--- config.mk ---
export PLATFORM = sky130hd
export DESIGN_NAME = traffic_sequencer_flat
export DESIGN_NICKNAME = d
export VERILOG_FILES = /design/src/rtl/traffic_sequencer_if.sv /design/src/rtl/traffic_sequencer.sv /design/src/flat_wrapper.sv
export SDC_FILE = /design/constraint.sdc
export NUM_CORES = 1
export LEC_CHECK = 0
export BUFFER_PORTS_ARGS = -buffer_cell sky130_fd_sc_hd__buf_2
export CAP_MARGIN = 10
export CORE_MARGIN = 8
export CORE_UTILIZATION = 55
export DETAILED_ROUTE_END_ITERATION = 8
export GPL_TIMING_DRIVEN = 0
export PLACE_DENSITY = 0.9
export SETUP_SLACK_MARGIN = 0.1
export SLEW_MARGIN = 20
export SYNTH_ARGS = -nofsm -noshare
export SYNTH_HDL_FRONTEND = slang
export SYNTH_SLANG_ARGS = --single-unit
--- constraint.sdc ---
create_clock -name clk -period 10.2 [get_ports clk]
set_clock_uncertainty 0.2 [all_clocks]
set_input_delay 1.53 -clock clk [delete_from_list [all_inputs] [get_ports clk]]
set_output_delay 1.53 -clock clk [all_outputs]
set_load 0.02 [all_outputs]
--- src/rtl/traffic_sequencer_if.sv ---
// traffic_sequencer_if: settings and run control in, light drive and display status out
interface traffic_sequencer_if;
    logic [1:0] sim_state;
    logic [7:0] n_duration;
    logic [7:0] s_duration;
    logic [7:0] w_duration;
    logic [7:0] e_duration;
    logic [7:0] yellow_duration;
    logic [7:0] red_holding;
    logic [2:0] n_light;
    logic [2:0] s_light;
    logic [2:0] w_light;
    logic [2:0] e_light;
    logic [3:0] phase;
    logic [7:0] remaining;
    logic       running;
    modport master (
        output sim_state, n_duration, s_duration, w_duration, e_duration, yellow_duration, red_holding,
        input  n_light, s_light, w_light, e_light, phase, remaining, running
    );
    modport slave (
        input  sim_state, n_duration, s_duration, w_duration, e_duration, yellow_duration, red_holding,
        output n_light, s_light, w_light, e_light, phase, remaining, running
    );
endinterface

--- src/rtl/traffic_sequencer.sv ---
// traffic_sequencer: four-way N/S/W/E light cycle with yellow and all-red hold, paced by a 1 s tick
module traffic_sequencer #(
    parameter int TICK_CYCLES = 100_000_000
) (
    input logic                clk,
    input logic                reset,
    traffic_sequencer_if.slave bus
);
    localparam int PW = (TICK_CYCLES > 1) ? $clog2(TICK_CYCLES) : 1;
    localparam logic [PW-1:0] LAST = PW'(TICK_CYCLES - 1);
    typedef enum logic [3:0] {
        N_GREEN = 4'd0, N_YEL = 4'd1, N_HOLD = 4'd2,
        S_GREEN = 4'd3, S_YEL = 4'd4, S_HOLD = 4'd5,
        W_GREEN = 4'd6, W_YEL = 4'd7, W_HOLD = 4'd8,
        E_GREEN = 4'd9, E_YEL = 4'd10, E_HOLD = 4'd11,
        IDLE    = 4'd15
    } phase_t;
    phase_t          r_phase, w_phase_nx;
    logic [7:0]      r_remaining, w_remaining_nx;
    logic [PW-1:0]   r_presc, w_presc_nx;
    logic [3:0][2:0] r_lights, w_lights;
    logic            r_running, w_running_nx;
    logic [7:0]      w_raw, w_load;
    logic            w_stop, w_play, w_tick, w_illegal;
    assign w_stop    = bus.sim_state == 2'd0 || bus.sim_state == 2'd3;
    assign w_play    = bus.sim_state == 2'd1;
    assign w_tick    = r_presc == LAST;
    assign w_illegal = r_phase > E_HOLD && r_phase != IDLE;
    // Next phase, countdown, prescaler, duration load on phase entry and light decode
    always_comb begin
        w_phase_nx     = r_phase;
        w_remaining_nx = r_remaining;
        w_presc_nx     = r_presc;
        if (w_stop || w_illegal) begin
            w_phase_nx     = IDLE;
            w_remaining_nx = 8'd0;
            w_presc_nx     = '0;
        end else if (w_play && r_phase == IDLE) begin
            w_phase_nx = N_GREEN;
            w_presc_nx = '0;
        end else if (w_play) begin
            w_presc_nx = w_tick ? '0 : r_presc + 1'b1;
            if (w_tick && r_remaining > 8'd1)
                w_remaining_nx = r_remaining - 8'd1;
            else if (w_tick)
                w_phase_nx = (r_phase == E_HOLD) ? N_GREEN : phase_t'(r_phase + 4'd1);
        end
        w_raw = (w_phase_nx == N_GREEN) ? bus.n_duration :
                (w_phase_nx == S_GREEN) ? bus.s_duration :
                (w_phase_nx == W_GREEN) ? bus.w_duration :
                (w_phase_nx == E_GREEN) ? bus.e_duration :
                (w_phase_nx == N_YEL || w_phase_nx == S_YEL ||
                 w_phase_nx == W_YEL || w_phase_nx == E_YEL) ? bus.yellow_duration :
                bus.red_holding;
        w_load = (w_raw == 8'd0) ? 8'd1 : w_raw;
        if (w_phase_nx != r_phase && w_phase_nx != IDLE)
            w_remaining_nx = w_load;
        for (int d = 0; d < 4; d++)
            w_lights[d] = (w_phase_nx == 4'(3 * d))     ? 3'b001 :
                          (w_phase_nx == 4'(3 * d + 1)) ? 3'b010 : 3'b100;
        w_running_nx = w_play && w_phase_nx != IDLE;
    end
    // State and output registers
    always_ff @(posedge clk or posedge reset) begin
        if (reset) begin
            r_phase     <= IDLE;
            r_remaining <= 8'd0;
            r_presc     <= '0;
            r_lights    <= {4{3'b100}};
            r_running   <= 1'b0;
        end else begin
            r_phase     <= w_phase_nx;
            r_remaining <= w_remaining_nx;
            r_presc     <= w_presc_nx;
            r_lights    <= w_lights;
            r_running   <= w_running_nx;
        end
    end
    assign bus.phase     = r_phase;
    assign bus.remaining = r_remaining;
    assign bus.running   = r_running;
    assign bus.n_light   = r_lights[0];
    assign bus.s_light   = r_lights[1];
    assign bus.w_light   = r_lights[2];
    assign bus.e_light   = r_lights[3];
endmodule

--- src/flat_wrapper.sv ---
// flat-port wrapper written by rule: the top's interface ports become plain ports
module traffic_sequencer_flat 
#(
    parameter int TICK_CYCLES = 100_000_000
)
  (clk, reset, bus_sim_state, bus_n_duration, bus_s_duration, bus_w_duration, bus_e_duration, bus_yellow_duration, bus_red_holding, bus_n_light, bus_s_light, bus_w_light, bus_e_light, bus_phase, bus_remaining, bus_running);
  traffic_sequencer_if bus_i ();
  input logic clk;
  input logic reset;
  input wire logic [$bits(bus_i.sim_state)-1:0] bus_sim_state;
  input wire logic [$bits(bus_i.n_duration)-1:0] bus_n_duration;
  input wire logic [$bits(bus_i.s_duration)-1:0] bus_s_duration;
  input wire logic [$bits(bus_i.w_duration)-1:0] bus_w_duration;
  input wire logic [$bits(bus_i.e_duration)-1:0] bus_e_duration;
  input wire logic [$bits(bus_i.yellow_duration)-1:0] bus_yellow_duration;
  input wire logic [$bits(bus_i.red_holding)-1:0] bus_red_holding;
  output wire logic [$bits(bus_i.n_light)-1:0] bus_n_light;
  output wire logic [$bits(bus_i.s_light)-1:0] bus_s_light;
  output wire logic [$bits(bus_i.w_light)-1:0] bus_w_light;
  output wire logic [$bits(bus_i.e_light)-1:0] bus_e_light;
  output wire logic [$bits(bus_i.phase)-1:0] bus_phase;
  output wire logic [$bits(bus_i.remaining)-1:0] bus_remaining;
  output wire logic [$bits(bus_i.running)-1:0] bus_running;
  assign bus_i.sim_state = bus_sim_state;
  assign bus_i.n_duration = bus_n_duration;
  assign bus_i.s_duration = bus_s_duration;
  assign bus_i.w_duration = bus_w_duration;
  assign bus_i.e_duration = bus_e_duration;
  assign bus_i.yellow_duration = bus_yellow_duration;
  assign bus_i.red_holding = bus_red_holding;
  assign bus_n_light = bus_i.n_light;
  assign bus_s_light = bus_i.s_light;
  assign bus_w_light = bus_i.w_light;
  assign bus_e_light = bus_i.e_light;
  assign bus_phase = bus_i.phase;
  assign bus_remaining = bus_i.remaining;
  assign bus_running = bus_i.running;
  traffic_sequencer #(.TICK_CYCLES(TICK_CYCLES)) u_core (.clk(clk), .reset(reset), .bus(bus_i));
endmodule
==> out/qor.txt <==
Yosys reg bits - 52
Global-route wire length before repair - 14900 um
Distinct cells, synth - 64
Die Y - 95.1 um
Synth Cell Area - 0.00344 sq mm
Post-Synthesis Cells - 392
Final period utilization - 47.4%
First-pass DRT Iterations - 5
Clk buf depth - 2
Final routed DRC violation total - 0
Fmax - 207 MHz
Worst ir drop on vdd - 0.103 mV
Worst-skew pair later-pin latency - 310 ps
Syn avg cell area - 8.78 sq um
Setup bufs post-CTS - 0
RSZ-0062 raised after global routing - no
Post-Synth XOR/XNOR Area - 5.85%
Sequential area share after synthesis - 38.1%
Via density - 6.05
Post-cts resize count - 0
Max-cap violations - 0
Simple-gate share of the synthesized area - 28.2%
Place WS - 5100 ps
Die Width - 95.1 um
Setup Crit Path Kind - in -> reg
Clk sink count - 52
Layout cells sized above 1 - 24.1%
DR WL/cell - 16.4 um
Io pins - 77
Fin Setup TNS - 0 ps
Pin count of the biggest net entering global routing - 32
Routed wire length - 9060 um
Critical Path Source Type - input pin
Hold Path Stages - 1
DRT antenna net count - 0
CTS Hold Bufs - 0
Starting Density - 55.5%
Crit-path max cell delay - 440 ps
Fill count - 498
Worst hold path class - reg -> reg
Worst slew pin tran - 875 ps
DR iter-0 viols - 183
Setup violators final - 0
Setup crit end kind - register
Critical path required time - 10210 ps
GPL Wtd Cong - 0.919
CP Cell Sequence - buf_2 > inv_1 > ha_1 > inv_1 > nor4_2 > and3_1 > buf_6 > mux2_4 > or3_1 > buf_4 > o21a_1 > nor2b_2 > a221oi_1 > a21oi_1 > a31o_1
Antenna violations before repair - 0
Worst R2R Path Depth - 13
Final HPWL DP - 7070 um
# H-tree levels - 2
Final count of pins violating max slew - 0
Register area - 0.00131 sq mm
CP max FO - 10
IO Port Bufs - 76
CORE AREA - 0.00620 sq mm
Number of global-route vias before repair - 3311
Share of synthesized registers carrying an async set or reset - 100%
Post-Place Cell Area - 0.00394 sq mm
Via count - 3349
Pwr per Cell Area - 175 mW/mm^2
Worst EP arrival - 4850 ps
Synthesized Nets - 449
Number of flops mapped to enable cells by yosys - 0
Mux cell area share after synthesis - 5.63%
Final WS setup - 5360 ps
Cell with the most instances on the worst path - inv_1
LEAKAGE - 1.92 nW
Ant diodes - 0
Nets - 533
Area of the die - 0.00905 sq mm
Status - completed
Synth Area in Adders - 1.82%
P&R area growth vs syn - 17.7%
Synth Area in Compound Gates - 15.6%
GRT Overall Usage - 20.3%
Synthesis warning total - 0
Design area - 0.00405 sq mm
Grt ovf - 0
Most used DFF post-synth - dfrtp_1
Rows - 29
Final hold slack - 304 ps
CTS buffer count - 5
Slew headroom - 40.2%
Area of the multi-input gates - 0.00197 sq mm
Clk root buf - clkbuf_8
Tmin final - 4840 ps
CTS tree - done
CP max-delay cell - a221oi_1
Final Hold Fails - 0
Largest family of logic cells by synthesized area - simple AND/OR/NAND/NOR gates
Worst-path clk slew - 100 ps
[through the flow]
stage	instances	power, mW	utilization [%]
2_1_floorplan	392	0.479	-
3_5_place_dp	546	0.564	63.5
6_report	554	0.708	65.3
5_1_grt	554	0.749	65.3
4_1_cts	554	0.708	65.3
3_3_place_gp	545	0.554	63.2
[worst max-delay path, delay by kind of cell]
family          cells  cell delay [ps]
simple gates        4             1090
mux                 1              330
compound gates      4              910
fa+ha+maj           1              300
buf+inv             5              680
[cells in the final DEF, fill, tap and decap left out, types with 8 or more instances in the layout]
cell type	n
and4_1	8
nand3_1	15
nor3_1	13
mux2i_1	12
a21oi_1	13
dfrtp_1	44
o21ai_0	16
and3_1	11
nor2_1	48
o22ai_1	8
nand4_1	9
inv_1	17
xor2_1	18
buf_2	76
dfstp_2	8
nand2_1	41
[cell type report]
class	instances	area share, %
buffer	15	2.41
clock buffer	5	1.70
clock inverter	3	1.05
inverter	18	1.67
multi-input combinational	307	48.5
sequential	52	32.4
tap	77	2.38
timing repair buffer	77	9.88
[cells by family (layout without fill, tap and decap cells)]
logic type | Yosys count | in the layout
AND/OR/NAND/NOR | 182 | 182
AO/OA/AOI/OAI | 80 | 80
flip-flops | 52 | 52
buffers and inverters | 33 | 118
XOR/XNOR | 23 | 23
multiplexers | 17 | 17
adder cells (fa/ha/maj) | 5 | 5
[registers in the layout (all words and copies together), names as in the netlist]
name,count
u_core.bus.e_light,3
u_core.bus.w_light,3
u_core.bus.remaining,8
u_core.bus.running,1
u_core.bus.s_light,3
u_core.bus.phase,4
u_core.r_presc,27
u_core.bus.n_light,3
[Yosys cell counts (3+ instances only)]
cell type | number | share of area [%]
xnor2_1 | 5 | 1.3
o22ai_1 | 8 | 1.5
a32oi_1 | 3 | 0.76
dfstp_2 | 8 | 6.1
a22oi_1 | 3 | 0.65
o22a_1 | 4 | 1.0
buf_1 | 3 | 0.33
o21ai_1 | 7 | 1.0
nand2b_1 | 6 | 1.1
or3_1 | 5 | 0.91
mux2i_1 | 12 | 3.5
inv_1 | 18 | 2.0
buf_6 | 5 | 1.6
nor3_1 | 13 | 1.9
and4_1 | 8 | 2.0
o21a_1 | 3 | 0.65
a221oi_1 | 3 | 0.76
and2_1 | 4 | 0.73
clkbuf_1 | 6 | 0.65
nand4_1 | 9 | 1.6
nand3b_1 | 3 | 0.65
and3_1 | 11 | 2.0
nand2_1 | 41 | 4.5
dfrtp_1 | 44 | 32
xor2_1 | 18 | 4.6
a21oi_1 | 13 | 1.9
a22o_1 | 3 | 0.76
nand3_1 | 15 | 2.2
nor2_1 | 48 | 5.2
ha_1 | 5 | 1.8
o21ai_0 | 16 | 2.3
[worst paths after layout]
| path | from | to | slack [ps] |
|---|---|---|---|
| max reg2reg | u_core.bus.remaining[2] | u_core.bus.remaining[0] | 6180 |
| max | bus_sim_state[1] | u_core.bus.remaining[0] | 5360 |
| max in group asynchronous | reset | u_core.r_presc[17] | 8240 |
| min reg2reg | u_core.r_presc[26] | u_core.r_presc[26] | 300 |
| min | u_core.r_presc[26] | u_core.r_presc[26] | 300 |
| min in group asynchronous | reset | u_core.bus.remaining[5] | 1030 |
[power by group]
part,leakage (nW),switching [mW],total [mW],internal [mW]
Combinational,1.17,0.198,0.313,0.115
Sequential,0.691,0.0242,0.252,0.228
Clock,0.0541,0.0699,0.143,0.0727
Total,1.92,0.292,0.708,0.416
[layer usage]
metal | share of wire [%] | vias up | GRT usage [%]
met3 | 7.5 | 19 | 6.46
met1 | 42 | 1609 | 23.3
met5 | 0 | - | 0
met4 | 1.8 | 0 | 6.76
met2 | 49 | 136 | 34.9
li1 | - | 1585 | -
(Power assumes the default switching activity.)
